**src/rtl/seq_tx_if.sv**
```systemverilog
// Handshake bundle for seq_tx: request/pattern inputs and serial-stream outputs.
// The master drives requests and the slave (seq_tx) drives the stream.
interface seq_tx_if;
  logic       start;
  logic [7:0] pattern;
  logic [2:0] len;
  logic [1:0] rpt;
  logic       ready;
  logic       x;
  logic       x_valid;
  logic       done;

  modport master (
    output start, pattern, len, rpt,
    input  ready, x, x_valid, done
  );

  modport slave (
    input  start, pattern, len, rpt,
    output ready, x, x_valid, done
  );
endinterface

```
**src/rtl/seq_tx.sv**
```systemverilog
// Serial pattern transmitter: sends pattern[len:0] MSB-first, rpt+1 times with GAP idle
// cycles between frames. Optional macro SEQ_TX_PARITY_EN appends an even-parity bit per frame.
module seq_tx #(
  parameter int GAP = 2
) (
  input  logic     clk,
  input  logic     clr,
  seq_tx_if.slave  bus
);

`ifdef SEQ_TX_PARITY_EN
  typedef enum logic [2:0] {ST_IDLE, ST_SHIFT, ST_PAR, ST_GAP, ST_DONE} state_t;
`else
  typedef enum logic [2:0] {ST_IDLE, ST_SHIFT, ST_GAP, ST_DONE} state_t;
`endif

  localparam logic [3:0] GAP_LAST = (GAP > 0) ? 4'(GAP - 1) : 4'd0;

  state_t     state_q, state_d;
  logic [7:0] pat_q, pat_d;
  logic [2:0] len_q, len_d;
  logic [2:0] bit_q, bit_d;
  logic [1:0] rep_q, rep_d;
  logic [3:0] gap_q, gap_d;
  logic       x_q, x_d;
  logic       x_valid_q, x_valid_d;
  logic       done_q, done_d;
  logic       ready_q, ready_d;
  logic       frame_end;

`ifdef SEQ_TX_PARITY_EN
  logic [7:0] len_mask;
  logic       par_bit;

  // Only bits at or below len take part in the parity.
  for (genvar gi = 0; gi < 8; gi++) begin : g_mask
    assign len_mask[gi] = (3'(gi) <= len_q);
  end
  assign par_bit = ^(pat_q & len_mask);
`endif

  always_comb begin
    state_d = state_q;
    pat_d   = pat_q;
    len_d   = len_q;
    bit_d   = bit_q;
    rep_d   = rep_q;
    gap_d   = gap_q;

`ifdef SEQ_TX_PARITY_EN
    frame_end = (state_q == ST_PAR);
`else
    frame_end = (state_q == ST_SHIFT) && (bit_q == 3'd0);
`endif

    case (state_q)
      ST_IDLE: begin
        if (bus.start) begin
          state_d = ST_SHIFT;
          pat_d   = bus.pattern;
          len_d   = bus.len;
          bit_d   = bus.len;
          rep_d   = bus.rpt;
        end
      end
      ST_SHIFT: begin
        if (bit_q != 3'd0) begin
          bit_d = bit_q - 3'd1;
        end
`ifdef SEQ_TX_PARITY_EN
        else begin
          state_d = ST_PAR;
        end
`endif
      end
`ifdef SEQ_TX_PARITY_EN
      ST_PAR: ;
`endif
      ST_GAP: begin
        if (gap_q != 4'd0) begin
          gap_d = gap_q - 4'd1;
        end else begin
          state_d = ST_SHIFT;
          bit_d   = len_q;
          if (rep_q != 2'd0) rep_d = rep_q - 2'd1;
        end
      end
      ST_DONE: state_d = ST_IDLE;
      default: state_d = ST_IDLE;
    endcase

    // Last cycle of a frame decides between another repetition and finishing.
    if (frame_end) begin
      if (rep_q != 2'd0) begin
        if (GAP == 0) begin
          state_d = ST_SHIFT;
          bit_d   = len_q;
          rep_d   = rep_q - 2'd1;
        end else begin
          state_d = ST_GAP;
          gap_d   = GAP_LAST;
        end
      end else begin
        state_d = ST_DONE;
      end
    end

    // Outputs are decoded from the next state so they can be registered with it.
    x_d       = 1'b0;
    x_valid_d = 1'b0;
    case (state_d)
      ST_SHIFT: begin
        x_d       = pat_d[bit_d];
        x_valid_d = 1'b1;
      end
`ifdef SEQ_TX_PARITY_EN
      ST_PAR: begin
        x_d       = par_bit;
        x_valid_d = 1'b1;
      end
`endif
      default: ;
    endcase
    done_d  = (state_d == ST_DONE);
    ready_d = (state_d == ST_IDLE);
  end

  always_ff @(posedge clk) begin
    if (!clr) begin
      state_q   <= ST_IDLE;
      pat_q     <= 8'd0;
      len_q     <= 3'd0;
      bit_q     <= 3'd0;
      rep_q     <= 2'd0;
      gap_q     <= 4'd0;
      x_q       <= 1'b0;
      x_valid_q <= 1'b0;
      done_q    <= 1'b0;
      ready_q   <= 1'b1;
    end else begin
      state_q   <= state_d;
      pat_q     <= pat_d;
      len_q     <= len_d;
      bit_q     <= bit_d;
      rep_q     <= rep_d;
      gap_q     <= gap_d;
      x_q       <= x_d;
      x_valid_q <= x_valid_d;
      done_q    <= done_d;
      ready_q   <= ready_d;
    end
  end

  assign bus.ready   = ready_q;
  assign bus.x       = x_q;
  assign bus.x_valid = x_valid_q;
  assign bus.done    = done_q;

endmodule

```
**src/flat_wrapper.sv**
```systemverilog
// flat-port wrapper written by rule: the top's interface ports become plain ports
module seq_tx_flat 
#(
  parameter int GAP = 2
)
  (clk, clr, bus_start, bus_pattern, bus_len, bus_rpt, bus_ready, bus_x, bus_x_valid, bus_done);
  seq_tx_if bus_i ();
  input  logic clk;
  input  logic clr;
  input wire logic [$bits(bus_i.start)-1:0] bus_start;
  input wire logic [$bits(bus_i.pattern)-1:0] bus_pattern;
  input wire logic [$bits(bus_i.len)-1:0] bus_len;
  input wire logic [$bits(bus_i.rpt)-1:0] bus_rpt;
  output wire logic [$bits(bus_i.ready)-1:0] bus_ready;
  output wire logic [$bits(bus_i.x)-1:0] bus_x;
  output wire logic [$bits(bus_i.x_valid)-1:0] bus_x_valid;
  output wire logic [$bits(bus_i.done)-1:0] bus_done;
  assign bus_i.start = bus_start;
  assign bus_i.pattern = bus_pattern;
  assign bus_i.len = bus_len;
  assign bus_i.rpt = bus_rpt;
  assign bus_ready = bus_i.ready;
  assign bus_x = bus_i.x;
  assign bus_x_valid = bus_i.x_valid;
  assign bus_done = bus_i.done;
  seq_tx #(.GAP(GAP)) u_core (.clk(clk), .clr(clr), .bus(bus_i));
endmodule
```
**config.mk**
```make
export PLATFORM = sky130hd
export DESIGN_NAME = seq_tx_flat
export DESIGN_NICKNAME = d
export VERILOG_FILES = /design/src/rtl/seq_tx_if.sv /design/src/rtl/seq_tx.sv /design/src/flat_wrapper.sv
export SDC_FILE = /design/constraint.sdc
export NUM_CORES = 1
export LEC_CHECK = 0
export CORE_MARGIN = 3
export CORE_UTILIZATION = 30
export DETAILED_ROUTE_END_ITERATION = 12
export MAX_ROUTING_LAYER = met4
export PLACE_DENSITY = 0.6
export RECOVER_POWER = 100
export SLEW_MARGIN = 15
export SYNTH_ARGS = -nofsm -noshare
export SYNTH_HDL_FRONTEND = slang
export SYNTH_SLANG_ARGS = --single-unit
```
**constraint.sdc**
```tcl
create_clock -name clk -period 4.2 [get_ports clk]
set_input_delay 0.84 -clock clk [delete_from_list [all_inputs] [get_ports clk]]
set_output_delay 0.84 -clock clk [all_outputs]
set_load 0.02 [all_outputs]
```
==> flow_summary.toml <==
[status]
status = "finished clean"

[timing]
skew_ps = 3.401
hold-worst-slack_ps = 455.6
fin_tns_setup_ps = 0
hold_viol = 0
relSlewSlack_pct = 37.71
setup_viol = 0
fmax_mhz = 337.1
fin_crit_ps = 2967
rsz0062_at_grt = "no"
layout_worst_path_cycle_share_pct = 70.63
slew_violations = 0
worst_pin_slew_ps = 922.6

[critical_path]
critPathArrivalTime_ps = 3140
cp-end-kind = "register"
cp_max_fo = 11
cp.required_ps = 4370
critPathLaunchType = "input port"
critical_path_class = "in2reg"

[grt]
grt_pass1_wl_mm = 4.671
overflow = 0
grt_max_degree = 15
first_global_vias = 1020
grt_antenna_before_repair = 0
grtUsageTotal_pct = 11.64

[clock_network]
cts_tree = "built"
cts.root.buffer_cell = "clkbuf_8"
cts_setup_buffers = 0
cts.sinks = 27
htree_levels = 1
cts_buffer_depth = 2
clkLatencyLatePin_ps = 280
clk_pin_slew_worst_paths_ps = 90
cts_hold_buf = 0
postCtsResizedCells = 0
numCtsBuffers = 3

[layout]
diodes = 0
final_common_cell = "dfxtp_1"
final_cell_mix = "27 x dfxtp_1, 26 x nand2_1, 16 x nor2_1"
final_nets = 199
layout-drive-gt1-share_pct = 5.056
area_growth_pct = 19.78

[routing]
routed_wl_mm = 2.814
vias = 1129
drt_pass1_iterations = 4
drc = 0
vias_per_cell = 4.952
wire_per_inst_um = 12.34
ant_nets = 0
drt_iter0_drc = 93

[placement]
routabilityCongestion = 0.8276
portBuffers = 19
dp_hpwl_mm = 2.109

[synth]
synth_seq_area_share_pct = 40.11
async_reset_ff_share_pct = 0
yosys-top-cells-area = "dfxtp_1 40%, nand2_1 7.2%, a21boi_0 5.0%"
yosysTopAreaCellShare_pct = 40.11
ys_seq_elements = 27
synth_ff_type = "dfxtp_1"
avgSynthCellArea_um2 = 8.422
yosys.area.top_type = "dfxtp_1"
synth_edf_count = 0
yosysWarnings = 0
ys_types = 43
synthesis.nets = 180
netlist_instances = 160
synth_area_mm2 = 0.001348

[floorplanning]
die_height_um = 73.02
die_w_um = 73.02
rows = 23
coreArea_mm2 = 0.004173
die-area_mm2 = 0.005332
ios = 20
start_util_pct = 32.29

[power_and_ir_drop]
p_per_area_mw_per_mm2 = 309.2
leakage_nw = 0.6246
max-vdd-ir-drop_mv = 0.1016
p_total_w = 0.0004990

[worst_hold_path]
worstHoldPathType = "reg2reg"

[run]
maxCapViolCount = 0
==> cell usage after synthesis, types with 2 or more instances <==
library cell	instances
inv_1	9
a21oi_1	12
a211oi_1	4
or3b_1	3
and2_1	4
nor3_1	4
a22oi_1	2
clkbuf_1	3
ha_1	4
o211a_1	3
dfxtp_1	27
nor2_1	16
o21ai_0	2
nand2_1	26
o21ai_1	3
or2_1	2
a21boi_0	9
nor2b_1	2
==> critical path, cell delays in order <==
cell and delay [ps]:
dlygate4sd3_1 590, nor4b_2 220, clkbuf_1 420, nand2_1 140, a21boi_0 160, o311ai_0 250, nand2b_1 200, o22ai_1 70
o31a_1 230
==> per-layer routing <==
layer / wire, µm / vias up / global-route usage (%)
li1: - / 590 / -
met1: 1434 / 516 / 15.80
met2: 1255 / 18 / 16.88
met3: 69 / 5 / 2.066
met4: 55 / 0 / 4.918
met5: 0 / - / -
==> logic make-up after synthesis <==
family                   synth area share, %
buffers and inverters                  5.106
flip-flops                             40.11
AO/OA/AOI/OAI                          23.86
adder cells (fa/ha/maj)                3.714
multiplexers                          0.7428
AND/OR/NAND/NOR                        25.53
XOR/XNOR                              0.6501
other                                 0.2783
==> stage by stage <==
stage	instance area, µm²	util, %	worst slack, ps	instances
floorplan	1348	-	1860	160
global placement	1573	37.69	1340	224
detailed placement	1573	37.69	1304	224
CTS	1618	38.77	1597	228
global route	1614	38.68	1002	228
finish	1614	38.68	1233	228
==> registers in the layout, indices dropped and copies added, names as in the netlist <==
| name | count |
|---|---|
| u_core.pat_q | 8 |
| u_core.gap_q | 4 |
| u_core.bit_q | 3 |
| u_core.len_q | 3 |
| u_core.state_q | 3 |
| u_core.rep_q | 2 |
| u_core.bus.done | 1 |
| u_core.bus.ready | 1 |
| u_core.bus.x | 1 |
| u_core.bus.x_valid | 1 |
==> cell type report <==
cell class	instances	area [µm²]
fillers	430	2559
multi-input cells	118	738.2
flip-flops and latches	27	540.5
repair buffers	20	193.9
well taps	50	62.56
clock buffers	4	45.04
inverters	9	33.78
==> path summary, 6_finish.rpt <==
check,start,to,slack (ps),cells after the start
worst max-delay path,bus_start,u_core.bus.x$_SDFF_PN0_,1230,9
worst min-delay path,u_core.len_q[2]$_SDFFE_PN0P_,u_core.len_q[2]$_SDFFE_PN0P_,460,2
worst max register to register,u_core.state_q[0]$_SDFF_PN0_,u_core.bus.x$_SDFF_PN0_,1630,6
worst min register to register,u_core.len_q[2]$_SDFFE_PN0P_,u_core.len_q[2]$_SDFFE_PN0P_,460,2
==> power by group <==
part	internal (W)	switching, W
Combinational	0.0000365	0.0000393
Sequential	0.000267	0.00000662
Clock	0.0000681	0.0000818
Power figures use the tool's default switching activity.
